==> config.mk <==
export PLATFORM = sky130hd
export DESIGN_NAME = cla_pipe_adder
export DESIGN_NICKNAME = d
export VERILOG_FILES = /design/src/rtl/cla_pipe_adder.sv
export SDC_FILE = /design/constraint.sdc
export NUM_CORES = 1
export LEC_CHECK = 0
export BUFFER_PORTS_ARGS = -buffer_cell sky130_fd_sc_hd__buf_2
export CORE_MARGIN = 3
export CORE_UTILIZATION = 35
export DETAILED_ROUTE_END_ITERATION = 10
export GPL_ROUTABILITY_DRIVEN = 0
export SYNTH_ARGS = -nofsm -noshare
export SYNTH_HDL_FRONTEND = slang
export SYNTH_SLANG_ARGS = --single-unit
==> constraint.sdc <==
create_clock -name clk -period 2.33 [get_ports clk]
set_input_delay 0.1165 -clock clk [delete_from_list [all_inputs] [get_ports clk]]
set_output_delay 0.1165 -clock clk [all_outputs]
set_load 0.02 [all_outputs]
==> src/rtl/cla_pipe_adder.sv <==
// Pipelined carry-lookahead adder/subtractor.
// WIDTH is split into NG = WIDTH/GROUP lookahead groups; stage k resolves group k and
// hands its carry-out, the finished low sum bits and the untouched operands to stage k+1.
// One global advance signal stalls or shifts every stage together.
module cla_pipe_adder #(
    parameter int unsigned WIDTH = 16,
    parameter int unsigned GROUP = 4
) (
    input  logic             clk,
    input  logic             rst,
    input  logic             in_valid,
    output logic             in_ready,
    input  logic [WIDTH-1:0] A_in,
    input  logic [WIDTH-1:0] B_in,
    input  logic             C_1,
    input  logic             sub,
    output logic             out_valid,
    input  logic             out_ready,
    output logic [WIDTH-1:0] S,
    output logic             CO,
    output logic             OVF
);

    localparam int unsigned NG = WIDTH / GROUP;

    // Stage registers: index k holds the state after group k has been resolved.
    logic             v_q [NG];
    logic [WIDTH-1:0] a_q [NG];
    logic [WIDTH-1:0] b_q [NG];
    logic [WIDTH-1:0] s_q [NG];
    logic             c_q [NG];
    logic             ovf_q;

    // Stage inputs (prepared operands for stage 0, previous register otherwise).
    logic             src_v [NG];
    logic [WIDTH-1:0] src_a [NG];
    logic [WIDTH-1:0] src_b [NG];
    logic [WIDTH-1:0] src_s [NG];
    logic             src_c [NG];

    // Stage results.
    logic [WIDTH-1:0] nxt_s [NG];
    logic             nxt_c [NG];
    logic             nxt_ovf;

    logic             advance;

    // Per-group lookahead temporaries.
    logic [GROUP-1:0] gg;
    logic [GROUP-1:0] pp;
    logic [GROUP:0]   cc;
    logic             acc;
    logic             prop;

    // Global stall: the whole pipe moves only when the output slot is free or draining.
    always_comb begin
        advance   = !v_q[NG-1] || out_ready;
        in_ready  = advance;
        out_valid = v_q[NG-1];
        S         = s_q[NG-1];
        CO        = c_q[NG-1];
        OVF       = ovf_q;
    end

    // Route operands into each stage; subtraction becomes A + ~B + 1 at the entry.
    always_comb begin
        src_v[0] = in_valid;
        src_a[0] = A_in;
        src_b[0] = sub ? ~B_in : B_in;
        src_c[0] = sub ? 1'b1 : C_1;
        src_s[0] = '0;
        for (int k = 1; k < int'(NG); k++) begin
            src_v[k] = v_q[k-1];
            src_a[k] = a_q[k-1];
            src_b[k] = b_q[k-1];
            src_s[k] = s_q[k-1];
            src_c[k] = c_q[k-1];
        end
    end

    // Resolve one group per stage with flattened lookahead carries inside the group.
    always_comb begin
        gg   = '0;
        pp   = '0;
        cc   = '0;
        acc  = 1'b0;
        prop = 1'b0;
        for (int k = 0; k < int'(NG); k++) begin
            gg    = src_a[k][k*GROUP +: GROUP] & src_b[k][k*GROUP +: GROUP];
            pp    = src_a[k][k*GROUP +: GROUP] ^ src_b[k][k*GROUP +: GROUP];
            cc    = '0;
            cc[0] = src_c[k];
            // c[j] = g[j-1] | p[j-1]g[j-2] | ... | p[j-1..0]c[0], built as a sum of products.
            for (int j = 1; j <= int'(GROUP); j++) begin
                acc  = 1'b0;
                prop = 1'b1;
                for (int m = j - 1; m >= 0; m--) begin
                    acc  = acc | (prop & gg[m]);
                    prop = prop & pp[m];
                end
                cc[j] = acc | (prop & cc[0]);
            end
            nxt_s[k]                    = src_s[k];
            nxt_s[k][k*GROUP +: GROUP]  = pp ^ cc[GROUP-1:0];
            nxt_c[k]                    = cc[GROUP];
        end
        nxt_ovf = (src_a[NG-1][WIDTH-1] == src_b[NG-1][WIDTH-1])
                  && (nxt_s[NG-1][WIDTH-1] != src_a[NG-1][WIDTH-1]);
    end

    // Pipeline registers: reset discards everything, otherwise shift all stages on advance.
    always_ff @(posedge clk) begin
        if (rst) begin
            for (int k = 0; k < int'(NG); k++) begin
                v_q[k] <= 1'b0;
                a_q[k] <= '0;
                b_q[k] <= '0;
                s_q[k] <= '0;
                c_q[k] <= 1'b0;
            end
            ovf_q <= 1'b0;
        end else if (advance) begin
            for (int k = 0; k < int'(NG); k++) begin
                v_q[k] <= src_v[k];
                a_q[k] <= src_a[k];
                b_q[k] <= src_b[k];
                s_q[k] <= nxt_s[k];
                c_q[k] <= nxt_c[k];
            end
            ovf_q <= nxt_ovf;
        end
    end

endmodule
Word-level counts from Yosys, hierarchy flattened
Memory sizes are Yosys's and may differ from the RTL's.
Cells that the tools add are included.
Widths: inputs -> output; s select.
- $add $sub $neg: 0
- multiply operators: 0
- divide/modulo/power cells: 0
- magnitude comparators: 0
- equality and inequality tests: 2
- shift-type cells: 0
- mux-type cells: 27
- bitwise logic cells: 137
- reductions and logical operators: 3
- operator list (kind ; number):
    $mux 16 ; 13
    $and 1x1->1 ; 64
    $or 1x1->1 ; 60
    $xor 4x4->4 ; 8
    $and 4x4->4 ; 4
    $not 16->16 ; 1
    $mux 1 ; 14
    $eq 1x1->1 ; 1
    $logic_and 1x1->1 ; 1
    $logic_not 1->1 ; 1
    $logic_or 1x1->1 ; 1
    $ne 1x1->1 ; 1
- register bits after elaboration: 1
- latch bits: 0
- bits in writable memories: 200
- ROM bits: 0
- input port bits: 38
- output and inout port bits: 20
- word-level logic and storage cells: 175
- memories: 5
- memory list (memory ; depth ; width ; rd ports ; clocked after memory_dff ; write ports ; RTL line ; source):
    a_q ; 4 ; 16 ; 3 ; 0 ; 4 ; 28 ; logic [WIDTH-1:0] a_q [NG];
    b_q ; 4 ; 16 ; 3 ; 0 ; 4 ; 29 ; logic [WIDTH-1:0] b_q [NG];
    s_q ; 4 ; 16 ; 4 ; 0 ; 4 ; 30 ; logic [WIDTH-1:0] s_q [NG];
    c_q ; 4 ; 1 ; 4 ; 0 ; 4 ; 31 ; logic c_q [NG];
    v_q ; 4 ; 1 ; 4 ; 0 ; 4 ; 27 ; logic v_q [NG];

Logic depth before layout (Yosys ltp)
Gate-level depths: netlist of run 1.
- depth after elaboration: 9
- mapped depth: 8
- gate-level depth less buffers: 6

Worst setup path before layout of run 1
No wires, ideal clock.
- path kind: register -> register
- from: memory v_q[3][0] (netlist: v_q[0][3])
- to: memory a_q[0][10] (enable)
- library setup time: 414 ps
- data arrival time: 1919 ps
- required time: 1916 ps
- slack: -3 ps
- cell stages (with the launch flop): 3
- buffers on the path: 0
- period minus slack after synthesis: 2333 ps
- cells stage by stage: edfxtp_1 -> nand2b_4 -> or2_2
- RTL lines (element ; RTL line):
    from (decl) ; 27
    to (decl) ; 28

==> results of run 1 <==
==> critical path, stage by stage, from the launching register on <==
cell	delay, ns
edfxtp_1	0.39
ha_1	0.33
a211oi_1	0.30
o21bai_1	0.17
a21oi_1	0.19
nor2_1	0.06
==> cell usage in the layout (no fill, tap or decap), types with 2 or more instances in the layout <==
cell and n:
nand2_1 2, fa_1 4, a21o_1 3, edfxtp_1 96, buf_12 2, o21ai_0 3
nand2b_1 2, a211oi_1 5, clkbuf_16 9, ha_1 16, bufinv_16 3, o21bai_1 2
nor3_1 3, xnor2_1 16, o21a_1 2, buf_2 57, and2_1 64, inv_1 11
a21oi_1 4, nor2_1 32, xor2_1 10, inv_6 3
==> report_power, final <==
| part | internal [mW] | total, mW | switching, mW |
|---|---|---|---|
| logic | 0.160 | 0.344 | 0.184 |
| registers | 2.06 | 2.09 | 0.0312 |
| clock network | 1.06 | 1.70 | 0.639 |
| total | 3.28 | 4.13 | 0.854 |
==> sequential cells by signal (all words and copies together) (netlist names) <==
name,flops
s_q,40
a_q,24
b_q,24
c_q,4
v_q,4
OVF,1
==> cell type report <==
class / count / area (um2) / area share [%]
tap: 143 / 179 / 3.51
clock buffer: 9 / 225 / 4.41
inverter: 11 / 41.3 / 0.809
multi-input combinational: 178 / 1300 / 25.4
sequential: 97 / 2900 / 56.9
clock inverter: 7 / 124 / 2.43
timing repair buffer: 60 / 333 / 6.52
==> per-layer routing <==
metal / vias to the layer above / GRT usage (%) / share of wire (%)
li1: 1147 / - / -
met1: 1064 / 12.2 / 45
met2: 56 / 17.5 / 49
met3: 7 / 3.44 / 5.4
met4: 0 / 3.90 / 1.4
met5: - / 0 / 0
==> worst min-delay path by stage <==
stage                     startpoint         end  slack [ns]  cells after the start
final                        A_in[9]   a_q[0][9]        0.05                      2
after global routing         A_in[6]   a_q[0][6]        0.05                      2
after CTS                    A_in[9]   a_q[0][9]        0.03                      2
after detailed placement     A_in[9]   a_q[0][9]        0.39                      2
after global placement       A_in[5]   a_q[0][5]        0.39                      2
after floorplan             A_in[10]  a_q[0][10]        0.31                      1
==> kinds of logic (layout without fill, tap and decap cells) <==
group / after synthesis / after routing / synth area share, %
AND/OR/NAND/NOR: 107 / 107 / 13.8
flip-flops: 97 / 97 / 67.3
XOR/XNOR: 26 / 26 / 5.28
AO/OA/AOI/OAI: 25 / 25 / 4.44
buffers and inverters: 23 / 87 / 2.64
adder cells (fa/ha/maj): 20 / 20 / 6.50
==> flow_summary_export.csv, run 1 <==
group,metric,value,unit
synthesis,synthCells,298,
placement,dp.cells,489,
power,power,4.13,mW
min_path,hold_class,"in -> reg",
floorplanning,fp.dieH,117,um
grt,grt_first_pass_wirelength,10800,um
power,p_per_area,809,nW/um2
floorplanning,coreArea,11700,um2
timing,setup_ws,0.638,ns
critical_path,crit_path_end_kind,"register",
synthesis,seq_area_frac_synth,67.3,%
clock_tree,cts_hold_buf,0,
floorplanning,dieArea,13700,um2
grt,grt_max_degree,97,
synthesis,synth_area_leaders,"edfxtp_1, and2_1, ha_1, xnor2_1, nor2_1",
critical_path,critical_path.endpoint,"c_q[0][2]",
synthesis,ys_warn_count,0,
floorplanning,die_width,117,um
synthesis,yosysTopAreaCell,"edfxtp_1",
synthesis,syn_avg_cell_area,14.5,um2
power,peakVddDrop,0.490,mV
cells_and_area,fin_cells,505,
floorplanning,initial_core_util,36.8,%
critical_path,crit_fanout,2,
critical_path,r2r_end,"c_q[0][2]",
synthesis,synth_cell_types,33,
drt,avgRoutedWirePerCell,12.6,um
timing,hold_viol_final,0,
critical_path,reg2regPathDepth,5,
critical_path,cp.required,2.41,ns
synthesis,ys_async_sr_fraction,0,%
grt,grtUsageTotal,10.3,%
drt,dr_total_vias,2274,
drt,wl,6360,um
flow_run,cap_violations,0,
synthesis,yosysMostFrequentCell,"edfxtp_1",
critical_path,startpoint,"a_q[0][24]",
timing,fin_worst_skew,0.00665,ns
drt,vias_per_cell,4.50,
timing,fmax,591,MHz
cells_and_area,utilization,43.6,%
cells_and_area,drive_above_1_share,23.2,%
floorplanning,io_pins,58,
clock_tree,ctsHtreeMaxLevel,3,
clock_tree,cts_root_buf,"clkbuf_16",
critical_path,cp_data_arrival_time,1.77,ns
synthesis,synth-edff-count,96,
outcome,status,"complete, no violations",
cells_and_area,syn_to_final_growth,18.3,%
timing,post-route-period-util,72.6,%
critical_path,criticalPathCategory,"reg -> reg",
placement,placed_area,4750,um2
clock_tree,clk_pin_slew,0.07,ns
clock_tree,post_cts_buffers,0,
critical_path,rrSetupSlack,0.64,ns
timing,finalSetupViolCount,0,
grt,grt_pass1_vias,2334,
timing,setup_tns,0,ns
synthesis,synth_area,4310,um2
critical_path,reg2reg_from,"a_q[0][24]",
synthesis,synth_common_cells,"edfxtp_1, and2_1, nor2_1",
cells_and_area,finalInstanceArea,5100,um2
synthesis,synth_fp_nets,356,
clock_tree,cts_buffer_depth,2,
clock_tree,clk-insertion-delay-late,0.34,ns
timing,fin_hold_ws,0.0496,ns
timing,layout_min_cycle_time,1.69,ns
floorplanning,rows,39,
power,p_leak,2.20,nW
placement,io_buffers,57,
placement,dp_slack,0.398,ns
timing,relSlewSlack,64.8,%
timing,tightestPinTransition,0.528,ns
synthesis,ys_ff_latch,97,
clock_tree,cts_tree,"yes",
cells_and_area,antenna_cells,0,
drt,drt-initial-drc-count,111,
clock_tree,post_cts_resized,0,
synthesis,synth_top_cell_area_share,66.9,%
drt,route.detailed.drc,0,
cells_and_area,nets,415,
cells_and_area,fillerInstances,1075,
critical_path,crit_path_start_kind,"register",
timing,rsz0062_at_grt,"no",
grt,grt-ovfl-total,0,
synthesis,synthFlopType,"edfxtp_1",
timing,slew_viol_final,0,
drt,first_pass_iters,4,
clock_tree,cts_buffers,9,
grt,antenna_found_initial,0,
clock_tree,clock_sinks,97,
placement,dp.final_hpwl,4080,um
drt,ant_nets,0,
No activity file was read; power rests on OpenSTA's default activity.
==> run 2: changes to the inputs <==
Clock period 2.33 ns to 1.5 ns, I/O delays scaled along.
==> flow_summary_export.csv, run 2 (synthesized netlist as in run 1, its figures left out) <==
group,metric,value,unit
outcome,status,"finished, violations left",
outcome,failed_checks,"negative setup slack",
clock_tree,cts_buffers,9,
drt,ant_nets,0,
grt,grt_first_pass_wirelength,11200,um
placement,dp.final_hpwl,4490,um
drt,wl,6580,um
min_path,whs_endpoint,"a_q[0][10]",
cells_and_area,mostFrequentLayoutCell,"edfxtp_1",
timing,layout_min_cycle_time,1.56,ns
critical_path,rrSetupSlack,-0.06,ns
floorplanning,die_width,117,um
clock_tree,clk_pin_slew,0.07,ns
clock_tree,ctsHtreeMaxLevel,3,
min_path,hold_class,"in -> reg",
floorplanning,io_pins,58,
clock_tree,clock_sinks,97,
cells_and_area,layout_common_cells,"edfxtp_1, and2_1, buf_2",
timing,post-route-period-util,104,%
drt,dr_total_vias,2355,
placement,placed_area,4900,um2
timing,setup_tns,-0.223,ns
cells_and_area,fin_cells,523,
critical_path,worstPathCellList,"ha_4 -> a211oi_2 -> o21bai_1 -> xnor2_1 -> nor2_1",
grt,antenna_found_initial,0,
cells_and_area,nets,433,
timing,fmax,643,MHz
critical_path,cp.required,1.58,ns
critical_path,reg2reg_from,"a_q[0][4]",
critical_path,cp_data_arrival_time,1.64,ns
drt,avgRoutedWirePerCell,12.6,um
floorplanning,rows,39,
drt,route.detailed.drc,0,
timing,hold_viol_final,0,
drt,vias_per_cell,4.50,
cells_and_area,regMostFlops,"s_q",
power,p_per_area,1160,nW/um2
placement,io_buffers,57,
floorplanning,fp.dieH,117,um
clock_tree,clk-insertion-delay-late,0.33,ns
drt,drt-initial-drc-count,129,
drt,first_pass_iters,4,
cells_and_area,syn_to_final_growth,22.2,%
cells_and_area,drive_above_1_share,28.9,%
cells_and_area,utilization,45.0,%
grt,grt_max_degree,33,
critical_path,crit_family,"flip-flops",
placement,dp.cells,503,
power,peakVddDrop,0.486,mV
timing,relSlewSlack,82.5,%
timing,setup_ws,-0.0551,ns
critical_path,crit_path_end_kind,"register",
floorplanning,coreArea,11700,um2
min_path,hold_start,"A_in[10]",
cells_and_area,finalInstanceArea,5270,um2
grt,grt-ovfl-total,0,
cells_and_area,reg_top3,"s_q (40), a_q (24), b_q (24)",
timing,slew_viol_final,0,
clock_tree,cts_buffer_depth,2,
clock_tree,cts_root_buf,"clkbuf_16",
grt,grt_pass1_vias,2399,
critical_path,crit_fanout,2,
timing,fin_worst_skew,0.00686,ns
grt,grtUsageTotal,10.5,%
critical_path,crit_path_start_kind,"register",
critical_path,r2r_end,"s_q[0][23]",
timing,tightestPinTransition,0.263,ns
power,power,6.11,mW
timing,finalSetupViolCount,8,
critical_path,criticalPathCategory,"reg -> reg",
cells_and_area,antenna_cells,0,
critical_path,cp_slowest_cell,"edfxtp_1",
min_path,hold_depth,2,
critical_path,path_buf_inv,0,
flow_run,cap_violations,0,
timing,rsz0062_at_grt,"yes",
cells_and_area,largest_reg_flops,40,
power,p_leak,2.28,nW
critical_path,reg2regPathDepth,5,
floorplanning,initial_core_util,36.8,%
critical_path,cp_slowest_stage_delay,0.43,ns
floorplanning,dieArea,13700,um2
clock_tree,cts_tree,"yes",
-- run 2: changes by cell type in the layout (fill, tap and decap cells not counted), sizes merged --
| cell | change |
|---|---|
| clkinv | +4 |
| inv | -3 |
| buf | +18 |
| clkbuf | +1 |
| bufinv | -2 |
-- run 2: layout make-up --
| class | count | area, um2 |
|---|---|---|
| clock buffer | 10 | 229 |
| timing repair buffer | 78 | 493 |
| fill | 1091 | 6440 |
| sequential | 97 | 2900 |
| tap | 143 | 179 |
| clock inverter | 6 | 68.8 |
| multi-input combinational | 178 | 1360 |
| inverter | 11 | 41.3 |
-- run 2: power by group --
part / internal, mW / leakage [nW] / total (mW) / switching (mW)
registers: 3.19 / 1.15 / 3.25 / 0.0545
logic: 0.303 / 0.986 / 0.606 / 0.304
clock network: 1.30 / 0.143 / 2.25 / 0.954
-- run 2: repair_timing --
action                     CTS  global route
pin swaps                   13            10
resized for setup            3             5
hold endpoints to repair     0             0
hold buffers                 0             0
setup buffers                1             3
setup endpoints to repair    8            14
-- run 2: worst reg2reg max path, cell delays in order, from the launching register on --
cell and delay (ns):
edfxtp_1 0.43, ha_4 0.27, a211oi_2 0.24, o21bai_1 0.14, xnor2_1 0.17, nor2_1 0.06
-- run 2: worst max path at each step --
stage,from,endpoint,slack (ns),depth (start not counted)
after floorplan,v_q[0][3],a_q[0][10],-0.35,2
after global placement,sub,s_q[0][3],-0.06,7
after detailed placement,a_q[0][24],s_q[0][43],-0.09,5
after CTS,b_q[0][44],OVF,-0.08,5
after global routing,b_q[0][24],s_q[0][43],-0.16,5
final,a_q[0][4],s_q[0][23],-0.06,5
-- run 2: per-stage QoR --
| stage | setup slack, ns | hold WS, ns |
|---|---|---|
| 3_3_place_gp | -0.0601 | 0.355 |
| 3_5_place_dp | -0.0934 | 0.355 |
| 2_1_floorplan | -0.351 | 0.273 |
| 4_1_cts | -0.0755 | 0.000270 |
| 5_1_grt | -0.160 | 0.00752 |
| 6_report | -0.0551 | 0.0122 |
-- run 2: layer usage --
layer / GRT usage (%) / vias up / routed length, um
met1: 13.4 / 1103 / 2980
met4: 3.98 / 0 / 99
met5: 0 / - / 0
met3: 3.03 / 9 / 304
met2: 17.0 / 55 / 3200
li1: - / 1188 / -
==> run 3: changes to the inputs <==
Settings changed: SETUP_SLACK_MARGIN from default to 0.02.
==> flow_summary_export.csv, run 3 (synthesized netlist as in run 1, its figures left out) <==
group,metric,value,unit
drt,ant_nets,0,
drt,dr_total_vias,2366,
timing,finalSetupViolCount,5,
clock_tree,cts_hold_buf,0,
drt,avgRoutedWirePerCell,12.5,um
cells_and_area,mostFrequentLayoutCell,"edfxtp_1",
power,peakVddDrop,0.498,mV
drt,wl_met1,2870,um
cells_and_area,syn_to_final_growth,23.9,%
drt,vias_per_cell,4.52,
critical_path,cp.required,1.59,ns
grt,grtUsageTotal,10.4,%
clock_tree,clock_sinks,97,
floorplanning,die_width,117,um
critical_path,cp_slowest_stage_delay,0.43,ns
timing,hold_viol_final,0,
cells_and_area,largest_reg_flops,40,
cells_and_area,nets,433,
cells_and_area,utilization,45.6,%
critical_path,criticalPathCategory,"reg -> reg",
cells_and_area,antenna_cells,0,
power,switching_share,20.3,%
floorplanning,coreArea,11700,um2
timing,tightestPinTransition,0.255,ns
clock_tree,cts_tree,"yes",
cells_and_area,regMostFlops,"s_q",
cells_and_area,reg_top3,"s_q (40), a_q (24), b_q (24)",
drt,route.detailed.drc,0,
cells_and_area,drive_above_1_share,30.3,%
critical_path,cp_data_arrival_time,1.65,ns
drt,highest_layer,"met4",
timing,relSlewSlack,83.0,%
timing,fmax,644,MHz
power,p_int,5.06,mW
outcome,status,"finished, violations left",
timing,rsz0062_at_grt,"yes",
timing,setup_ws,-0.0521,ns
cells_and_area,layout_common_cells,"edfxtp_1, and2_1, buf_2",
floorplanning,initial_core_util,36.8,%
cells_and_area,finalInstanceArea,5340,um2
cells_and_area,fillerInstances,1061,
power,power_switching,1.29,mW
min_path,hold_class,"in -> reg",
power,pwr-share-comb,9.9,%
drt,met3_length,340,um
drt,wl_met2,3230,um
placement,dp.final_hpwl,4280,um
flow_run,cap_violations,0,
floorplanning,dieArea,13700,um2
floorplanning,fp.dieH,117,um
timing,layout_min_cycle_time,1.55,ns
cells_and_area,multi_input_area,1380,um2
drt,wl,6520,um
clock_tree,cts_root_buf,"clkbuf_16",
grt,antenna_found_initial,0,
placement,io_buffers,57,
drt,drt-initial-drc-count,139,
drt,first_pass_iters,4,
outcome,failed_checks,"negative setup slack",
grt,grt-ovfl-total,0,
grt,grt_max_degree,40,
critical_path,path_buf_inv,0,
floorplanning,io_pins,58,
floorplanning,rows,39,
grt,grt_pass1_vias,2371,
critical_path,crit_fanout,2,
clock_tree,cts_buffers,9,
grt,grt_first_pass_wirelength,10800,um
placement,placed_area,4910,um2
critical_path,crit_path_end_kind,"register",
critical_path,cp_slowest_cell,"edfxtp_1",
timing,post-route-period-util,103,%
clock_tree,clk_pin_slew,0.07,ns
timing,fin_worst_skew,0.00763,ns
timing,slew_viol_final,0,
power,power_frac_seq,51.1,%
clock_tree,clk-insertion-delay-late,0.34,ns
cells_and_area,seq_area,2900,um2
critical_path,worstPathCellList,"ha_4 -> a211oi_2 -> o21bai_1 -> a21oi_1 -> nor2_1",
power,p_leak,2.31,nW
power,power.share.clock,38.9,%
power,power,6.35,mW
clock_tree,ctsHtreeMaxLevel,3,
critical_path,crit_path_start_kind,"register",
clock_tree,cts_buffer_depth,2,
critical_path,crit_family,"compound AO/OA/AOI/OAI gates",
power,p_per_area,1190,nW/um2
==> run 3: cell types whose count changed in the layout (fill, tap and decap cells not counted), sizes merged <==
cell,delta
clkbuf,+3
bufinv,+1
clkinv,-3
clkinvlp,-1
==> run 3: path summary, 6_finish.rpt <==
check             from    endpoint  slack (ns)  cells past startpoint
min            A_in[9]   a_q[0][9]        0.01                      2
max reg2reg  a_q[0][4]   c_q[0][1]       -0.05                      5
min reg2reg  s_q[0][3]  s_q[0][19]        0.52                      1
max          a_q[0][4]   c_q[0][1]       -0.05                      5
==> run 3: layout make-up <==
cell class,instances,share of cell area [%]
multi-input combinational,178,25.9
timing repair buffer,78,9.53
clock buffer,13,4.87
clock inverter,3,1.22
tap,143,3.35
sequential,97,54.3
inverter,11,0.773
==> run 3: power groups by stage <==
stage	Clock (mW)	Sequential, mW	Combinational [mW]
finish	2.47	3.25	0.632
global route	2.64	3.27	0.712
CTS	2.54	3.25	0.618
detailed placement	0	3.31	0.602
global placement	0	3.30	0.591
floorplan	0	3.33	0.372
==> run 3: timing repair <==
action                     in CTS  in global routing
resized for setup               3                 13
setup endpoints to repair       8                 11
pin swaps                       9                 12
setup buffers                   2                  3
==> run 3: per-layer routing <==
layer	up-vias	global-route usage, %
met5	-	0
met4	0	4.82
met3	8	3.55
met2	60	16.7
met1	1112	12.5
li1	1186	-
==> run 3: per-stage QoR <==
step	TNS, ns	hold slack [ns]	worst slack (ns)	instances
floorplan	-33.80	0.273	-0.351	298
global placement	-0.215	0.356	-0.0643	503
detailed placement	-0.602	0.356	-0.0992	503
CTS	-0.239	0.000214	-0.0760	521
global route	-0.686	0.0159	-0.140	523
finish	-0.142	0.0134	-0.0521	523
